**src/rtl/instr_fetch.sv**
```systemverilog
// Instruction fetch unit: keeps one memory read in flight and buffers up to two
// fetched instructions (with their PCs) ahead of the decoder.
module instr_fetch #(
    parameter logic [31:0] RESET_PC = 32'h0000_0000
) (
    input  logic        clk,
    input  logic        rst,
    output logic        im_req,
    output logic [31:0] im_addr,
    input  logic        im_rvalid,
    input  logic [31:0] im_rdata,
    output logic [31:0] instr,
    output logic [31:0] instr_pc,
    output logic        instr_valid,
    input  logic        instr_ready,
    input  logic        br_taken,
    input  logic [31:0] br_target,
    output logic [1:0]  dbg_state_o,
    output logic [1:0]  dbg_count_o
);

    typedef enum logic [1:0] {
        S_REQ  = 2'd0,
        S_WAIT = 2'd1,
        S_DROP = 2'd2
    } state_e;

    localparam logic [31:0] PC_MASK    = 32'hFFFF_FFFC;
    localparam logic [31:0] RESET_ADDR = RESET_PC & PC_MASK;

    state_e      state_q, state_d;
    logic [31:0] fetch_pc_q, fetch_pc_d;
    logic [31:0] req_pc_q, req_pc_d;
    logic [31:0] head_instr_q, head_instr_d;
    logic [31:0] head_pc_q, head_pc_d;
    logic [31:0] tail_instr_q, tail_instr_d;
    logic [31:0] tail_pc_q, tail_pc_d;
    logic [1:0]  count_q, count_d;
    logic        valid_q, valid_d;

    logic        consume;
    logic        flush;
    logic        rsp;
    logic        issue;
    logic [1:0]  count_next;
    logic [1:0]  wr_slot;

    // Decoder handshake: the head entry transfers in any cycle where
    // instr_valid and instr_ready are both high; br_taken only counts then.
    assign consume = valid_q & instr_ready;
    assign flush   = consume & br_taken;
    assign rsp     = (state_q == S_WAIT) & im_rvalid;

    assign count_next = count_q + {1'b0, rsp} - {1'b0, consume};
    assign wr_slot    = count_q - {1'b0, consume};

    // A new read may only go out when its response is guaranteed a slot.
    assign issue = ~flush & (count_next <= 2'd1) &
                   ((state_q == S_REQ) | rsp);

    assign im_req      = issue & ~rst;
    assign im_addr     = fetch_pc_q;
    assign instr       = head_instr_q;
    assign instr_pc    = head_pc_q;
    assign instr_valid = valid_q;
    assign dbg_state_o = state_q;
    assign dbg_count_o = count_q;

    always_comb begin
        state_d      = state_q;
        fetch_pc_d   = fetch_pc_q;
        req_pc_d     = req_pc_q;
        head_instr_d = head_instr_q;
        head_pc_d    = head_pc_q;
        tail_instr_d = tail_instr_q;
        tail_pc_d    = tail_pc_q;
        count_d      = count_q;

        if (flush) begin
            count_d    = 2'd0;
            fetch_pc_d = br_target & PC_MASK;
            case (state_q)
                S_WAIT:  state_d = im_rvalid ? S_REQ : S_DROP;
                S_DROP:  state_d = im_rvalid ? S_REQ : S_DROP;
                default: state_d = S_REQ;
            endcase
        end else begin
            count_d = count_next;

            if (consume) begin
                head_instr_d = tail_instr_q;
                head_pc_d    = tail_pc_q;
            end

            if (rsp) begin
                if (wr_slot == 2'd0) begin
                    head_instr_d = im_rdata;
                    head_pc_d    = req_pc_q;
                end else begin
                    tail_instr_d = im_rdata;
                    tail_pc_d    = req_pc_q;
                end
            end

            if (issue) begin
                req_pc_d   = fetch_pc_q;
                fetch_pc_d = fetch_pc_q + 32'd4;
            end

            case (state_q)
                S_REQ:   state_d = issue ? S_WAIT : S_REQ;
                S_WAIT:  state_d = im_rvalid ? (issue ? S_WAIT : S_REQ) : S_WAIT;
                S_DROP:  state_d = im_rvalid ? S_REQ : S_DROP;
                default: state_d = S_REQ;
            endcase
        end

        valid_d = (count_d != 2'd0);
    end

    // Reset drops any read still in flight: S_REQ ignores im_rvalid.
    always_ff @(posedge clk) begin
        if (rst) begin
            state_q      <= S_REQ;
            fetch_pc_q   <= RESET_ADDR;
            req_pc_q     <= 32'h0;
            head_instr_q <= 32'h0;
            head_pc_q    <= 32'h0;
            tail_instr_q <= 32'h0;
            tail_pc_q    <= 32'h0;
            count_q      <= 2'd0;
            valid_q      <= 1'b0;
        end else begin
            state_q      <= state_d;
            fetch_pc_q   <= fetch_pc_d;
            req_pc_q     <= req_pc_d;
            head_instr_q <= head_instr_d;
            head_pc_q    <= head_pc_d;
            tail_instr_q <= tail_instr_d;
            tail_pc_q    <= tail_pc_d;
            count_q      <= count_d;
            valid_q      <= valid_d;
        end
    end

endmodule
```
**config.mk**
```make
export PLATFORM = sky130hd
export DESIGN_NAME = instr_fetch
export DESIGN_NICKNAME = d
export VERILOG_FILES = /design/src/rtl/instr_fetch.sv
export SDC_FILE = /design/constraint.sdc
export NUM_CORES = 1
export LEC_CHECK = 0
export ABC_AREA = 1
export CELL_PAD_IN_SITES_DETAIL_PLACEMENT = 0
export CELL_PAD_IN_SITES_GLOBAL_PLACEMENT = 1
export CORE_UTILIZATION = 36
export DETAILED_ROUTE_END_ITERATION = 8
export PLACE_DENSITY = 0.77
export REMOVE_ABC_BUFFERS = 1
export SLEW_MARGIN = 20
export SYNTH_ARGS = -nofsm -noshare
export SYNTH_HDL_FRONTEND = slang
export SYNTH_SLANG_ARGS = --single-unit
```
**constraint.sdc**
```tcl
create_clock -name clk -period 2.8 [get_ports clk]
set_input_delay 0.84 -clock clk [delete_from_list [all_inputs] [get_ports clk]]
set_output_delay 0.84 -clock clk [all_outputs]
set_load 0.05 [all_outputs]
```
# [Yosys cells after proc, flatten, opt, wreduce, memory -nomap -nowiden]
# Cells that the tools add are included.
[totals] register_bits=197
[classes] n_eq_ne=2 bitwise_logic=10 order_cmp=1 add_sub_neg=4 muxes=15 reduce_logical=8
[ops] operator="$mux 32" n=8
[ops] operator="$add 32x3->32 const B" n=1
[ops] operator="$mux 2" n=4
[ops] operator="$and 1x1->1" n=6
[ops] operator="$pmux 2 s3" n=1
[ops] operator="$logic_not 2->1" n=2
[ops] operator="$reduce_bool 2->1" n=2
[ops] operator="$reduce_or 2->1" n=2
[ops] operator="$sub 2x1->2" n=2
[ops] operator="$not 1->1" n=3
[ops] operator="$reduce_and 3->1" n=1
[ops] operator="$add 2x1->2" n=1
[ops] operator="$eq 2x1->1 const B" n=1
[ops] operator="$eq 2x2->1 const B" n=1
[ops] operator="$le 2x1->1 const B" n=1
[ops] operator="$mux 1" n=2
[ops] operator="$reduce_and 2->1" n=1
[ops] operator="$or 1x1->1" n=1

# [Logic depth before layout (Yosys ltp)]
[depth] ltp_word=11 mapped_depth=19

# [Worst setup path after synthesis]
# Ideal clock, no wire load.
[synth_timing] path_type="reg-to-output" from="reg state_q[1], in the netlist dbg_state_o[1]" to="out im_req" stages_incl_launch_ff=13 slack_ns=-0.198 n_path_buf=0 arrival_ns=2.158 path_cell_list="dfxtp_1 inv_1 ha_1 nand2_2 inv_2 nand2_1 nand2_1 ha_1 nand2_1 nand2_1 nand2_1 nand4_4 nor2_4"
[synth_between] elab_chain_cells=8 elab_cells_between_ends=10 cone_classes="2 x add/sub; 1 x order compare; 1 x eq/ne; 5 x bitwise; 1 x reduce/logical"
[synth_rtl] element="from (decl)" line="31" rtl="state_e state_q, state_d;"
[synth_rtl] element="from (signal assigned)" line="134" rtl="state_q <= state_d;"
[synth_rtl] element="$eq 2x1->1" line="52" rtl="assign rsp = (state_q == S_WAIT) & im_rvalid;"
[synth_rtl] element="$and 1x1->1" line="52"
[synth_rtl] element="$add 2x1->2" line="54" rtl="assign count_next = count_q + {1'b0, rsp} - {1'b0, consume};"
[synth_rtl] element="$sub 2x1->2" line="54"
[synth_rtl] element="$le 2x1->1" line="58" rtl="assign issue = ~flush & (count_next <= 2'd1) &"
[synth_rtl] element="$and 1x1->1" line="58"
[synth_rtl] element="$and 1x1->1 (*)" line="58"
[synth_rtl] element="$and 1x1->1 (*)" line="61" rtl="assign im_req = issue & ~rst;"
[synth_rtl] element="to (decl)" line="8" rtl="output logic im_req,"
# Mark *: on every way between the ends. The rest lies on a longest branch, timed or not.

# [Worst setup path in the final report]
[layout_timing] from="in instr_ready" to="out im_req"
[layout_between] elab_chain_cells=6 elab_cells_between_ends=8 cone_classes="1 x add/sub; 1 x order compare; 6 x bitwise"
[layout_rtl] element="from (decl)" line="15" rtl="input logic instr_ready,"
[layout_rtl] element="$and 1x1->1 (*)" line="50" rtl="assign consume = valid_q & instr_ready;"
[layout_rtl] element="$sub 2x1->2 or $and 1x1->1 (tied branches)" line="54, 51"
[layout_rtl] element="$le 2x1->1 or $not 1->1 (tied branches)"
[layout_rtl] element="$and 1x1->1 (*) (2 in series)" line="58"
[layout_rtl] element="$and 1x1->1 (*)" line="61"
# Marked as above.

==> Flow_metrics.wiki <==
{| class="wikitable"
! Metric !! Value
|-
| Run status || finished with violations
|-
| Violations in the final reports || negative setup slack
|-
| CTS Root Cell || sky130_fd_sc_hd__clkbuf_16
|-
| Ratio of final minimum period to clock period || 102.2%
|-
| Top_reg_cell synth || sky130_fd_sc_hd__dfxtp_1
|-
| Share of synthesized area occupied by flip-flops and latches || 45.12%
|-
| Total power of the final layout || 12.48 mW
|-
| Number of global-route vias before repair || 7441
|-
| Worst hold margin || 442.1 ps
|-
| Area inside the core boundary || 22850 µm²
|-
| Total half-perimeter wirelength after legalization and detailed placement || 16610 µm
|-
| Peak ir drop on the vdd network || 0.6566 mV
|-
| Worst min path class || reg2reg
|-
| Category of the worst setup path launch point || primary input
|-
| Kind of critical path || in2out
|-
| Clock tree from TritonCTS || yes
|-
| Chip Height || 155.4 µm
|-
| Highest attainable clock frequency || 349.3 MHz
|-
| Router iterations before antenna repair || 4
|-
| Buffers added on ports || 166
|-
| Global-route wire length before repair || 39170 µm
|-
| Initial core utilization || 37.09%
|-
| GPL Wtd Cong || 0.8268
|-
| Cell type with the highest aggregate area in the netlist || sky130_fd_sc_hd__dfxtp_1
|-
| Share of final-layout standard cells stronger than drive strength 1 || 9.154%
|-
| Tightest Pin Transition || 564.3 ps
|-
| Worst-case setup slack after placement || -488.6 ps
|-
| Leakage || 4.729 nW
|-
| Final setup violation count || 1
|-
| Worst-case headroom to the max-slew limit || 62.26%
|-
| Final min period || 2863 ps
|-
| Number of buffers on the longest clock path || 2
|-
| Number of inserted diodes || 0
|-
| Fraction of synthesis flops using an asynchronous set or reset pin || 0%
|-
| Max-slew violation count || 0
|-
| Required time at the endpoint of the critical path || 1960 ps
|-
| Maximum level of the CTS H-tree || 4
|-
| Number of antenna violations at the first check in global routing || 1
|-
| Die area || 24160 µm²
|-
| Number of warnings printed during yosys synthesis || 0
|-
| Most numerous cell types in the synthesized netlist || sky130_fd_sc_hd__nor2_1 (344), sky130_fd_sc_hd__nand2_1 (295), sky130_fd_sc_hd__dfxtp_1 (191), sky130_fd_sc_hd__o21ai_0 (141), sky130_fd_sc_hd__inv_1 (47)
|-
| All-Layer GR Usage || 20.32%
|-
| CTS Sinks || 191
|-
| Fin area || 11500 µm²
|-
| Count of flip-flops with a built-in enable after synthesis || 0
|-
| Later-pin clock latency in the skew report || 430 ps
|-
| Post-placement cell count || 1712
|-
| Global route overflow || 0
|-
| Area share of the leading cell type in the synthesized netlist || 45.12%
|-
| Summed instance area of the synthesized netlist || 8474 µm²
|-
| Cell Area, Placed || 10810 µm²
|-
| Data arrival time of the critical path || 2020 ps
|-
| Avg Inst Size Synth || 6.774 µm²
|-
| RSZ-0062 raised after global routing || yes
|-
| Number of CTS-inserted buffers || 17
|-
| Critical Path Fanout Max || 3
|-
| I/O pin count || 171
|-
| Final hold viol count || 0
|-
| Non-filler instance count after layout || 1755
|-
| Number of rows in the core area || 55
|-
| Filler cell count in the final layout || 2355
|-
| Flop and latch count out of synthesis || 191
|-
| Setup crit end kind || primary output
|-
| DR DRC count || 0
|-
| Total detailed-routing wirelength || 24160 µm
|-
| Total vias in the final route || 8150
|-
| Pwr Density || 1085 nW/µm²
|-
| Average wire length per cell after detail routing || 13.77 µm
|-
| Die Width || 155.4 µm
|-
| Reg clk slew, reported paths || 70 ps
|-
| Antenna-violating nets left || 0
|-
| Top-count cell post-synth || sky130_fd_sc_hd__nor2_1
|-
| Minimum setup slack in the final design || -62.54 ps
|-
| Final-stage net count || 1504
|-
| Top cells by area in the synthesized netlist || sky130_fd_sc_hd__dfxtp_1 (45%), sky130_fd_sc_hd__nor2_1 (15%), sky130_fd_sc_hd__nand2_1 (13%)
|-
| Number of violations of the max-capacitance limit || 0
|-
| Total Negative Setup Slacks || -62.54 ps
|-
| Number of distinct standard cells referenced by the synthesized netlist || 35
|-
| Share of the core filled with cells in the final layout || 50.34%
|-
| DR iter-0 viols || 440
|-
| Number of standard cells after synthesis || 1251
|-
| Pin count of the biggest net entering global routing || 58
|-
| Via density || 4.644
|-
| Post-synthesis to final-layout area growth || 35.71%
|-
| Worst-case clock skew || 16.94 ps
|}
[routing by layer]
layer	track usage, %	vias to the layer above	routed length [µm]
li1	-	4315	-
met1	27.41	3661	11880
met2	33.55	160	10990
met3	3.983	12	1098
met4	4.295	2	184
met5	0	-	9
[placed cells by master (no fill, tap or decap), types with 4 or more instances in the layout]
cell type and instances:
sky130_fd_sc_hd__dfxtp_1 189, sky130_fd_sc_hd__nand3b_1 4, sky130_fd_sc_hd__o211ai_1 4, sky130_fd_sc_hd__nand3_1 42, sky130_fd_sc_hd__nand2_2 5, sky130_fd_sc_hd__inv_1 44
sky130_fd_sc_hd__clkbuf_16 17, sky130_fd_sc_hd__nor2_1 344, sky130_fd_sc_hd__inv_2 9, sky130_fd_sc_hd__buf_12 19, sky130_fd_sc_hd__a31oi_1 7, sky130_fd_sc_hd__o21ai_1 24
sky130_fd_sc_hd__inv_8 4, sky130_fd_sc_hd__nand4_1 4, sky130_fd_sc_hd__nand2_1 293, sky130_fd_sc_hd__inv_6 5, sky130_fd_sc_hd__xor2_1 10, sky130_fd_sc_hd__clkdlybuf4s50_1 163
sky130_fd_sc_hd__o21ai_0 141, sky130_fd_sc_hd__a21oi_1 22, sky130_fd_sc_hd__ha_1 4, sky130_fd_sc_hd__buf_4 48
[what timing repair did]
action	CTS	global route
pin swaps	8	2
setup buffers	8	3
resized for setup	17	0
hold buffers	0	0
endpoints found under the setup margin	1	1
gates cloned	0	0
[area by class of cell]
cell class | count | area [µm²] | area share, %
multi-input combinational | 933 | 4101 | 35.66
sequential | 191 | 3826 | 33.27
timing repair buffer | 232 | 2382 | 20.71
clock buffer | 19 | 452.9 | 3.938
tap | 313 | 391.6 | 3.405
inverter | 54 | 205.2 | 1.784
clock inverter | 13 | 141.4 | 1.229
[report_power, final]
group	switching, mW	internal (mW)
combinational	3.82	2.22
sequential	0.482	3.47
clock	1.18	1.32
total	5.47	7.01
[sequential cells by signal, summed over array words and instances, names as in the netlist]
register      count
dbg_count_o       2
dbg_state_o       2
im_addr          30
instr            32
instr_pc         32
instr_valid       1
req_pc_q         30
tail_instr_q     32
tail_pc_q        30
[cells by family after synthesis]
kind of cell | Yosys count | synth area share [%]
flip-flops | 191 | 45.12
AND/OR/NAND/NOR | 705 | 32.97
adder cells (fa/ha/maj) | 6 | 0.8858
buffers and inverters | 128 | 6.821
XOR/XNOR | 10 | 1.033
other | 1 | 0.04425
AO/OA/AOI/OAI | 210 | 13.13
[critical path, cell delays in order]
cell                      delay (ps)
sky130_fd_sc_hd__buf_2            90
sky130_fd_sc_hd__nand2_2          60
sky130_fd_sc_hd__inv_2            70
sky130_fd_sc_hd__nand2_2          60
sky130_fd_sc_hd__nand2_1          70
sky130_fd_sc_hd__ha_2            190
sky130_fd_sc_hd__inv_2            40
sky130_fd_sc_hd__nand2_1          50
sky130_fd_sc_hd__nand2_1          60
sky130_fd_sc_hd__nand2_2          90
sky130_fd_sc_hd__nand4_4         120
sky130_fd_sc_hd__nor2_4          140
sky130_fd_sc_hd__buf_12          150
[worst paths after layout]
kind              cells past startpoint      startpoint      endpoint  slack [ps]
setup / recovery                     13     instr_ready        im_req         -60
setup reg to reg                     15  dbg_state_o[1]  req_pc_q[29]         400
hold reg to reg                       2     instr_pc[1]   instr_pc[1]         440
hold / removal                        2     instr_pc[1]   instr_pc[1]         440
No activity file was read; power rests on OpenSTA's default activity.
